`src/rtl/multicycle_ctrl.sv`:
```
// Main control FSM for a multi-cycle MIPS core. It sequences fetch, decode,
// execute, memory and writeback over the shared ALU, memory port and register
// file. The state register and the latched opcode/funct are held in flops.
// The control outputs are decoded from the current state. The memory handshake
// and the branch condition are folded into the outputs in the same cycle.
module multicycle_ctrl #(
    parameter int         STATE_W = 4,
    parameter logic [2:0] ALU_ADD = 3'b010,
    parameter logic [2:0] ALU_SUB = 3'b110,
    parameter logic [2:0] ALU_SLT = 3'b111,
    parameter logic [2:0] ALU_AND = 3'b000,
    parameter logic [2:0] ALU_OR  = 3'b001
) (
    input  logic               clk,
    input  logic               reset,
    input  logic [5:0]         op,
    input  logic [5:0]         funct,
    input  logic               zero,
    input  logic               mem_ready,
    output logic               pc_en,
    output logic               iord,
    output logic               mem_write,
    output logic               ir_write,
    output logic               reg_dst,
    output logic               mem_to_reg,
    output logic               reg_write,
    output logic               alu_src_a,
    output logic [1:0]         alu_src_b,
    output logic [2:0]         alu_ctrl,
    output logic [1:0]         pc_src,
    output logic               ext_op,
    output logic               illegal_op,
    output logic [STATE_W-1:0] state
);

    localparam logic [5:0] OP_R    = 6'h00;
    localparam logic [5:0] OP_J    = 6'h02;
    localparam logic [5:0] OP_BEQ  = 6'h04;
    localparam logic [5:0] OP_BNE  = 6'h05;
    localparam logic [5:0] OP_ADDI = 6'h08;
    localparam logic [5:0] OP_ADDIU= 6'h09;
    localparam logic [5:0] OP_SLTI = 6'h0A;
    localparam logic [5:0] OP_ANDI = 6'h0C;
    localparam logic [5:0] OP_ORI  = 6'h0D;
    localparam logic [5:0] OP_LW   = 6'h23;
    localparam logic [5:0] OP_SW   = 6'h2B;

    typedef enum logic [STATE_W-1:0] {
        FETCH  = 4'd0,  DECODE = 4'd1,  MEMADR = 4'd2,  MEMRD  = 4'd3,
        MEMWB  = 4'd4,  MEMWR  = 4'd5,  EXEC   = 4'd6,  ALUWB  = 4'd7,
        BRANCH = 4'd8,  IEXEC  = 4'd9,  IWB    = 4'd10, JUMP   = 4'd11
    } state_t;

    state_t     state_q;
    logic [5:0] op_q, funct_q;
    logic       r_funct_ok;
    logic       op_ok;

    // Legality of the instruction currently on the IR, used only in DECODE
    always_comb begin
        r_funct_ok = funct inside {6'h20, 6'h21, 6'h22, 6'h23, 6'h24, 6'h25, 6'h2A};
        op_ok      = op inside {OP_LW, OP_SW, OP_BEQ, OP_BNE, OP_ADDI, OP_ADDIU,
                                OP_SLTI, OP_ANDI, OP_ORI, OP_J}
                     || (op == OP_R && r_funct_ok);
    end

    // State sequencing and opcode capture; codes 12-15 fall back to FETCH
    always_ff @(posedge clk) begin
        if (reset) begin
            state_q <= FETCH;
            op_q    <= '0;
            funct_q <= '0;
        end else begin
            case (state_q)
                FETCH:  if (mem_ready) state_q <= DECODE;
                DECODE: begin
                    op_q    <= op;
                    funct_q <= funct;
                    if (!op_ok)
                        state_q <= FETCH;
                    else case (op)
                        OP_LW, OP_SW:   state_q <= MEMADR;
                        OP_R:           state_q <= EXEC;
                        OP_BEQ, OP_BNE: state_q <= BRANCH;
                        OP_J:           state_q <= JUMP;
                        default:        state_q <= IEXEC;
                    endcase
                end
                MEMADR: state_q <= (op_q == OP_LW) ? MEMRD : MEMWR;
                MEMRD:  if (mem_ready) state_q <= MEMWB;
                MEMWR:  if (mem_ready) state_q <= FETCH;
                EXEC:   state_q <= ALUWB;
                IEXEC:  state_q <= IWB;
                default: state_q <= FETCH;
            endcase
        end
    end

    // Output decode. The mem_ready and zero inputs must act in the cycle they
    // are presented, so this decode is combinational. Reset masks every enable.
    always_comb begin
        pc_en      = 1'b0;
        iord       = 1'b0;
        mem_write  = 1'b0;
        ir_write   = 1'b0;
        reg_dst    = 1'b0;
        mem_to_reg = 1'b0;
        reg_write  = 1'b0;
        alu_src_a  = 1'b0;
        alu_src_b  = 2'b00;
        alu_ctrl   = ALU_ADD;
        pc_src     = 2'b00;
        ext_op     = 1'b1;
        illegal_op = 1'b0;
        if (!reset) begin
            case (state_q)
                FETCH: begin
                    alu_src_b = 2'b01;
                    ir_write  = mem_ready;
                    pc_en     = mem_ready;
                end
                DECODE: begin
                    alu_src_b  = 2'b11;
                    illegal_op = !op_ok;
                end
                MEMADR: begin
                    alu_src_a = 1'b1;
                    alu_src_b = 2'b10;
                end
                MEMRD: iord = 1'b1;
                MEMWB: begin
                    reg_write  = 1'b1;
                    mem_to_reg = 1'b1;
                end
                MEMWR: begin
                    iord      = 1'b1;
                    mem_write = 1'b1;
                end
                EXEC: begin
                    alu_src_a = 1'b1;
                    case (funct_q)
                        6'h22, 6'h23: alu_ctrl = ALU_SUB;
                        6'h24:        alu_ctrl = ALU_AND;
                        6'h25:        alu_ctrl = ALU_OR;
                        6'h2A:        alu_ctrl = ALU_SLT;
                        default:      alu_ctrl = ALU_ADD;
                    endcase
                end
                ALUWB: begin
                    reg_write = 1'b1;
                    reg_dst   = 1'b1;
                end
                BRANCH: begin
                    alu_src_a = 1'b1;
                    alu_ctrl  = ALU_SUB;
                    pc_src    = 2'b01;
                    pc_en     = (op_q == OP_BEQ) ? zero : !zero;
                end
                IEXEC: begin
                    alu_src_a = 1'b1;
                    alu_src_b = 2'b10;
                    case (op_q)
                        OP_SLTI: alu_ctrl = ALU_SLT;
                        OP_ANDI: alu_ctrl = ALU_AND;
                        OP_ORI:  alu_ctrl = ALU_OR;
                        default: alu_ctrl = ALU_ADD;
                    endcase
                    ext_op = !(op_q == OP_ANDI || op_q == OP_ORI);
                end
                IWB:  reg_write = 1'b1;
                JUMP: begin
                    pc_src = 2'b10;
                    pc_en  = 1'b1;
                end
                default: ;
            endcase
        end
    end

    assign state = state_q;

endmodule

```
`config.mk`:
```
export PLATFORM = sky130hd
export DESIGN_NAME = multicycle_ctrl
export DESIGN_NICKNAME = d
export VERILOG_FILES = /design/src/rtl/multicycle_ctrl.sv
export SDC_FILE = /design/constraint.sdc
export NUM_CORES = 1
export LEC_CHECK = 0
export CORE_UTILIZATION = 40
export CTS_CLUSTER_SIZE = 10
export DETAILED_ROUTE_END_ITERATION = 10
export GPL_TIMING_DRIVEN = 0
export PLACE_DENSITY = 0.69
export SYNTH_ARGS = -nofsm -noshare
export SYNTH_HDL_FRONTEND = slang
export SYNTH_SLANG_ARGS = --single-unit
```
`constraint.sdc`:
```
create_clock -name clk -period 2.3 [get_ports clk]
set_clock_uncertainty 0.05 [all_clocks]
set_input_delay 0.575 -clock clk [delete_from_list [all_inputs] [get_ports clk]]
set_output_delay 0.575 -clock clk [all_outputs]
set_load 0.02 [all_outputs]
```
==> results of run 1 <==
placed cells by master (no fill, tap or decap), drive strengths merged, types with 3 or more instances in the layout:
cell,Yosys,routed
nand2,31,31
buf,10,26
a21oi,18,18
clkbuf,4,16
dfxtp,16,16
nor2,11,11
nor3,9,9
nor2b,8,8
dlygate4sd2,0,7
nand2b,7,7
nor3b,6,6
clkdlybuf4s50,0,5
nor4,5,5
clkdlybuf4s15,0,4
xnor2,3,3
a211oi,3,3
metal layers:
metal | track usage | up-vias | share of wire
met3 | 0.02948 | 9 | 0.035
met1 | 0.2992 | 679 | 0.44
met5 | 0 | - | 0
met4 | 0.08014 | 0 | 0.013
li1 | - | 710 | -
met2 | 0.3787 | 37 | 0.51
per-stage QoR:
| step | setup TNS (ns) | worst slack [ns] | util | cells | power [mW] |
|---|---|---|---|---|---|
| 2_1_floorplan | -0.08919 | -0.04388 | - | 170 | 0.3991 |
| 3_3_place_gp | -5.706 | -0.8288 | 0.5714 | 234 | 0.4581 |
| 3_5_place_dp | -6.185 | -0.8615 | 0.5714 | 234 | 0.4618 |
| 4_1_cts | -0.2974 | -0.1477 | 0.6373 | 245 | 0.6543 |
| 5_1_grt | -0.3725 | -0.1188 | 0.6497 | 246 | 0.6926 |
| 6_report | -0.09652 | -0.06496 | 0.6497 | 246 | 0.6639 |
worst max path at each step:
| stage | startpoint | to | slack (ns) | cells past startpoint |
|---|---|---|---|---|
| after floorplan | reset | ir_write | -0.04 | 4 |
| after global placement | op[1] | illegal_op | -0.83 | 6 |
| after detailed placement | op[1] | illegal_op | -0.86 | 6 |
| after CTS | op[4] | illegal_op | -0.15 | 6 |
| after global routing | state[2] | alu_ctrl[1] | -0.12 | 7 |
| final | state[2] | alu_ctrl[1] | -0.06 | 7 |
sequential cells by signal, indices dropped and copies added, names as in the netlist:
| signal | cells |
|---|---|
| funct_q | 6 |
| op_q | 6 |
| state | 4 |
report_power, final:
part / internal (mW) / leakage (nW) / total (mW) / switching [mW]
clock network: 0.0964 / 0.0210 / 0.185 / 0.0888
logic: 0.0778 / 0.544 / 0.172 / 0.0942
registers: 0.289 / 0.135 / 0.307 / 0.0178
total: 0.463 / 0.699 / 0.664 / 0.201
cell families after synthesis:
logic type,count (synthesis)
compound gates,40
simple gates,94
flops,16
xor+xnor,4
buf+inv,16
critical path, cell delays in order (launching register included):
cell	delay [ns]
dfxtp_2	0.34
buf_6	0.11
buf_6	0.12
nor2_1	0.08
nand2_1	0.07
a21o_1	0.21
a2111o_1	0.37
buf_6	0.14
cells in the mapped netlist:
library cell / n / area [sq um]
a211oi_1: 3 / 22.52
or3_1: 1 / 6.260
o32ai_1: 2 / 17.52
nor4_1: 4 / 25.02
clkbuf_1: 4 / 15.01
nor4_4: 1 / 21.27
a31oi_1: 1 / 6.260
nor3_1: 7 / 35.03
nand2b_1: 7 / 43.79
o31ai_1: 1 / 7.510
or4b_1: 1 / 10.01
xnor2_1: 3 / 26.28
a31o_1: 1 / 8.760
a22oi_1: 2 / 15.01
nor3b_1: 6 / 45.04
nor2_1: 11 / 41.29
nor3_2: 2 / 20.02
o21ai_1: 1 / 5.000
nand2_1: 31 / 116.4
o21a_1: 1 / 7.510
dfxtp_1: 16 / 320.3
nand4bb_1: 1 / 11.26
a21o_1: 2 / 15.01
a41oi_1: 1 / 8.760
nand4_1: 2 / 12.51
or4b_4: 1 / 13.76
or3b_2: 1 / 8.760
or3b_1: 1 / 8.760
or2_2: 2 / 12.51
and2_1: 1 / 6.260
o32a_1: 1 / 10.01
and4bb_2: 1 / 12.51
a221oi_1: 1 / 8.760
o2111ai_1: 1 / 8.760
a2111o_1: 1 / 11.26
a21oi_1: 18 / 90.09
nand3_1: 2 / 10.01
inv_1: 2 / 7.510
nor4b_1: 2 / 17.52
xor2_1: 1 / 8.760
o22ai_1: 2 / 12.51
buf_2: 10 / 50.05
a41o_1: 1 / 10.01
nor2b_1: 8 / 50.05
nand4b_1: 1 / 8.760
timing repair:
action                     4_1_cts  5_1_grt
pin swaps                        7       10
setup buffers                    8        2
setup endpoints to repair       17       16
gates resized for setup         97       40
layout make-up:
type | count | area, sq um
Multi-Input combinational cell | 138 | 992.2
Fill cell | 246 | 991.0
Timing Repair Buffer | 43 | 347.8
Sequential cell | 16 | 335.3
Buffer | 12 | 80.08
Tap cell | 31 | 38.79
Clock buffer | 4 | 36.28
Inverter | 2 | 7.507
==> impl_metrics.toml, run 1 <==
[critical_path]
worstReg2RegStart = "state[1]"
arrival_ns = 1.74
r2r_end = "state[2]"
worstSetupEndpointType = "output pin"
start_kind = "register"
r2r_setup_slack_ns = 0.68
critical_path.max_fanout = 7
critPathKind = "register to output pin"
worst_r2r_path_depth = 5
required_ns = 1.67

[floorplan]
design.core.area_sq_um = 2829
die_area_sq_um = 3301
rows = 19
die_height_microns = 57.45
initial_core_util = 0.4348
io_pins = 37
fp.dieW_microns = 57.45

[finish]
area_growth_pct = 49.44
design_area_sq_um = 1838
diodes = 0
final_nets = 232
drive_gt1_frac = 0.3767

[yosys]
synth_top_family_by_area = "simple AND/OR/NAND/NOR gates"
synthXorXnorAreaFrac = 0.02848
yosysWarnings = 0
synth_compound_area_frac = 0.2157
yosys.cell_types.count = 45
netlist_instances = 170
synth_fa_ha_area_frac = 0
ys_ff_latch = 16
synth_seq_area_share = 0.2604
synthMuxAreaShare = 0
syn-cell-area_sq_um = 1230
syn-num-nets = 186
synth_area_per_cell_sq_um = 7.235
yosys.area_share.simple = 0.4364

[cts]
clkTransAtPathRegs_ns = 0.09
cts_root_buf = "clkbuf_4"
clockBufferDepth = 2
clkLatencyLatePin_ns = 0.29
cts_tree = "yes"
cts_buffers = 3
cts_hold_buffers = 0
h-tree-depth = 1
cts.sinks = 16

[timing]
hold_viol_final = 0
rsz0062_at_grt = "yes"
fmax_mhz = 422.8
worst_slew_pin_slew_ns = 0.3360
setup-violations-final = 2
period_needed_ns = 2.365
maxSlewViolCount = 0
slew_headroom = 0.7747
fin_crit_sh = 1.028
whs_ns = 0.4292
setup_ws_ns = -0.06496

[hold_path]
whs_endpoint = "funct_q[2]"
hp-class = "register to register"
hold_start = "funct_q[2]"
holdPathStages = 2

[detailed_routing]
drtIter0Drc = 42
ant_nets = 0
post-route-drc-count = 2
dr.pass1.iters = 7
via_per_inst = 5.833
dr_total_vias = 1435
wl_microns = 3784
wire_per_inst_microns = 15.38

[power_and_ir_drop]
powerDensity_nw_per_um2 = 361.2
power.leakage_nw = 0.6995
peakVddDrop_v = 0.0004412

[placed_design]
placed_area_sq_um = 1617
io_buffers = 33
dp_hpwl_microns = 2661
place_congestion = 0.8602

[grt]
grt_max_degree = 11
overflow = 0
grt_pass1_vias = 1296
antenna_found_initial = 0
grt_pass1_wl_microns = 5830
track_usage = 0.2270

[run_status]
failed_checks = "DRC, setup timing"
outcome = "complete, but fails checks"

[flow_run]
maxCapViolCount = 0
(Power assumes the default switching activity.)
==> run 2: changes to the inputs <==
==> constraint.sdc (replaced) <==
create_clock -name clk -period 3 [get_ports clk]
set_clock_uncertainty 0.05 [all_clocks]
set_input_delay 0.75 -clock clk [delete_from_list [all_inputs] [get_ports clk]]
set_output_delay 0.75 -clock clk [all_outputs]
set_load 0.02 [all_outputs]
==> impl_metrics.toml, run 2 (synthesis gave the netlist of run 1 again) <==
[run_status]
outcome = "complete, but fails checks"
failed_checks = "DRC"

[floorplan]
die_area_sq_um = 3301
initial_core_util = 0.4348
design.core.area_sq_um = 2829
die_height_microns = 57.45
fp.dieW_microns = 57.45
rows = 19
io_pins = 37

[timing]
whs_ns = 0.4245
worst_slew_pin_slew_ns = 0.5122
rsz0062_at_grt = "no"
setup-violations-final = 0
fmax_mhz = 344.4
fin_crit_sh = 0.9678
maxSlewViolCount = 0
hold_viol_final = 0
period_needed_ns = 2.903
slew_headroom = 0.6585
setup_ws_ns = 0.09651

[power_and_ir_drop]
power.leakage_nw = 0.6891
peakVddDrop_v = 0.0002542
powerDensity_nw_per_um2 = 294.0

[grt]
grt_pass1_vias = 1245
grt_max_degree = 11
overflow = 0
antenna_found_initial = 0
grt_pass1_wl_microns = 5492
track_usage = 0.2100

[finish]
drive_gt1_frac = 0.1594
final_util = 0.5931
area_growth_pct = 36.42
final_cell_mix = "31 x nand2_1, 18 x a21oi_1, 17 x clkdlybuf4s50_1"
final_common_cell = "nand2_1"
design_area_sq_um = 1678
diodes = 0
final_nets = 224

[critical_path]
worstSetupEndpointType = "output pin"
critPathBufInv = 3
arrival_ns = 2.10
required_ns = 2.20
crit_family = "buffers and inverters"
critPathKind = "primary input to output pin"
critical_path.max_fanout = 10
crit_slowest_cell = "clkdlybuf4s50_1"
worstReg2RegStart = "state[0]"
cpPeakStageDelay_ns = 0.55
crit_path_start = "reset"
crit_chain = "clkbuf_1, clkbuf_2, a21oi_1, clkdlybuf4s50_1"
start_kind = "primary input"

[cts]
h-tree-depth = 1
clkTransAtPathRegs_ns = 0.09
cts_hold_buffers = 0
cts_buffers = 3
cts_root_buf = "clkbuf_4"
cts.sinks = 16
cts_tree = "yes"
clockBufferDepth = 2
clkLatencyLatePin_ns = 0.29

[hold_path]
hold_start = "funct_q[4]"
hp-class = "register to register"

[placed_design]
dp_hpwl_microns = 2611
io_buffers = 33
place_congestion = 0.7959
placed_area_sq_um = 1599
place_ws_ns = -0.5444

[detailed_routing]
dr_total_vias = 1355
drtIter0Drc = 62
via_per_inst = 5.693
dr.pass1.iters = 7
post-route-drc-count = 4
ant_nets = 0
wl_microns = 3366
wire_per_inst_microns = 14.14

[flow_run]
maxCapViolCount = 0
run 2: where the power goes:
part	switching, mW	total, mW	internal (mW)
combinational	0.0645	0.116	0.0517
sequential	0.0113	0.233	0.222
clock	0.0700	0.144	0.0740
run 2: worst paths after layout:
kind,end,slack [ns],cells after the start
max,alu_src_a,0.1,4
min,funct_q[4],0.42,2
max reg2reg,state[1],1.39,4
min reg2reg,funct_q[4],0.42,2
run 2: stage by stage:
stage	setup TNS [ns]	power (mW)	instances
after floorplan	0	0.3048	170
after global placement	-0.9280	0.3495	234
after detailed placement	-1.268	0.3524	234
after CTS	-0.07862	0.4919	238
after global routing	0	0.5196	238
final	0	0.4933	238
run 2: cell type report:
class                           count  area, sq um
Fill cell                         287         1151
Multi-Input combinational cell    138        875.8
Timing Repair Buffer               33        329.1
Sequential cell                    16        320.3
Buffer                             14        70.07
Tap cell                           31        38.79
Clock buffer                        4        36.28
Inverter                            2        7.507
run 2: worst register-to-register path: cells and delay by family (launching register included):
| family | cells | cell delay [ns] |
|---|---|---|
| buffers and inverters | 1 | 0.26 |
| flip-flops | 1 | 0.46 |
| AND/OR/NAND/NOR | 1 | 0.46 |
| AO/OA/AOI/OAI | 2 | 0.34 |
run 2: layer usage:
layer,share of wire,wire [microns],vias up,GRT usage
met4,0.014,47,0,0.07317
met3,0.040,134,5,0.01587
met1,0.49,1647,623,0.2913
met5,0,0,-,0
li1,-,-,694,-
met2,0.46,1537,33,0.3422
run 2: what timing repair did:
action,CTS,global route
setup endpoints to repair,11,11
pin swaps,0,2
cloned,0,0
buffers inserted,0,0
resized for setup,17,16
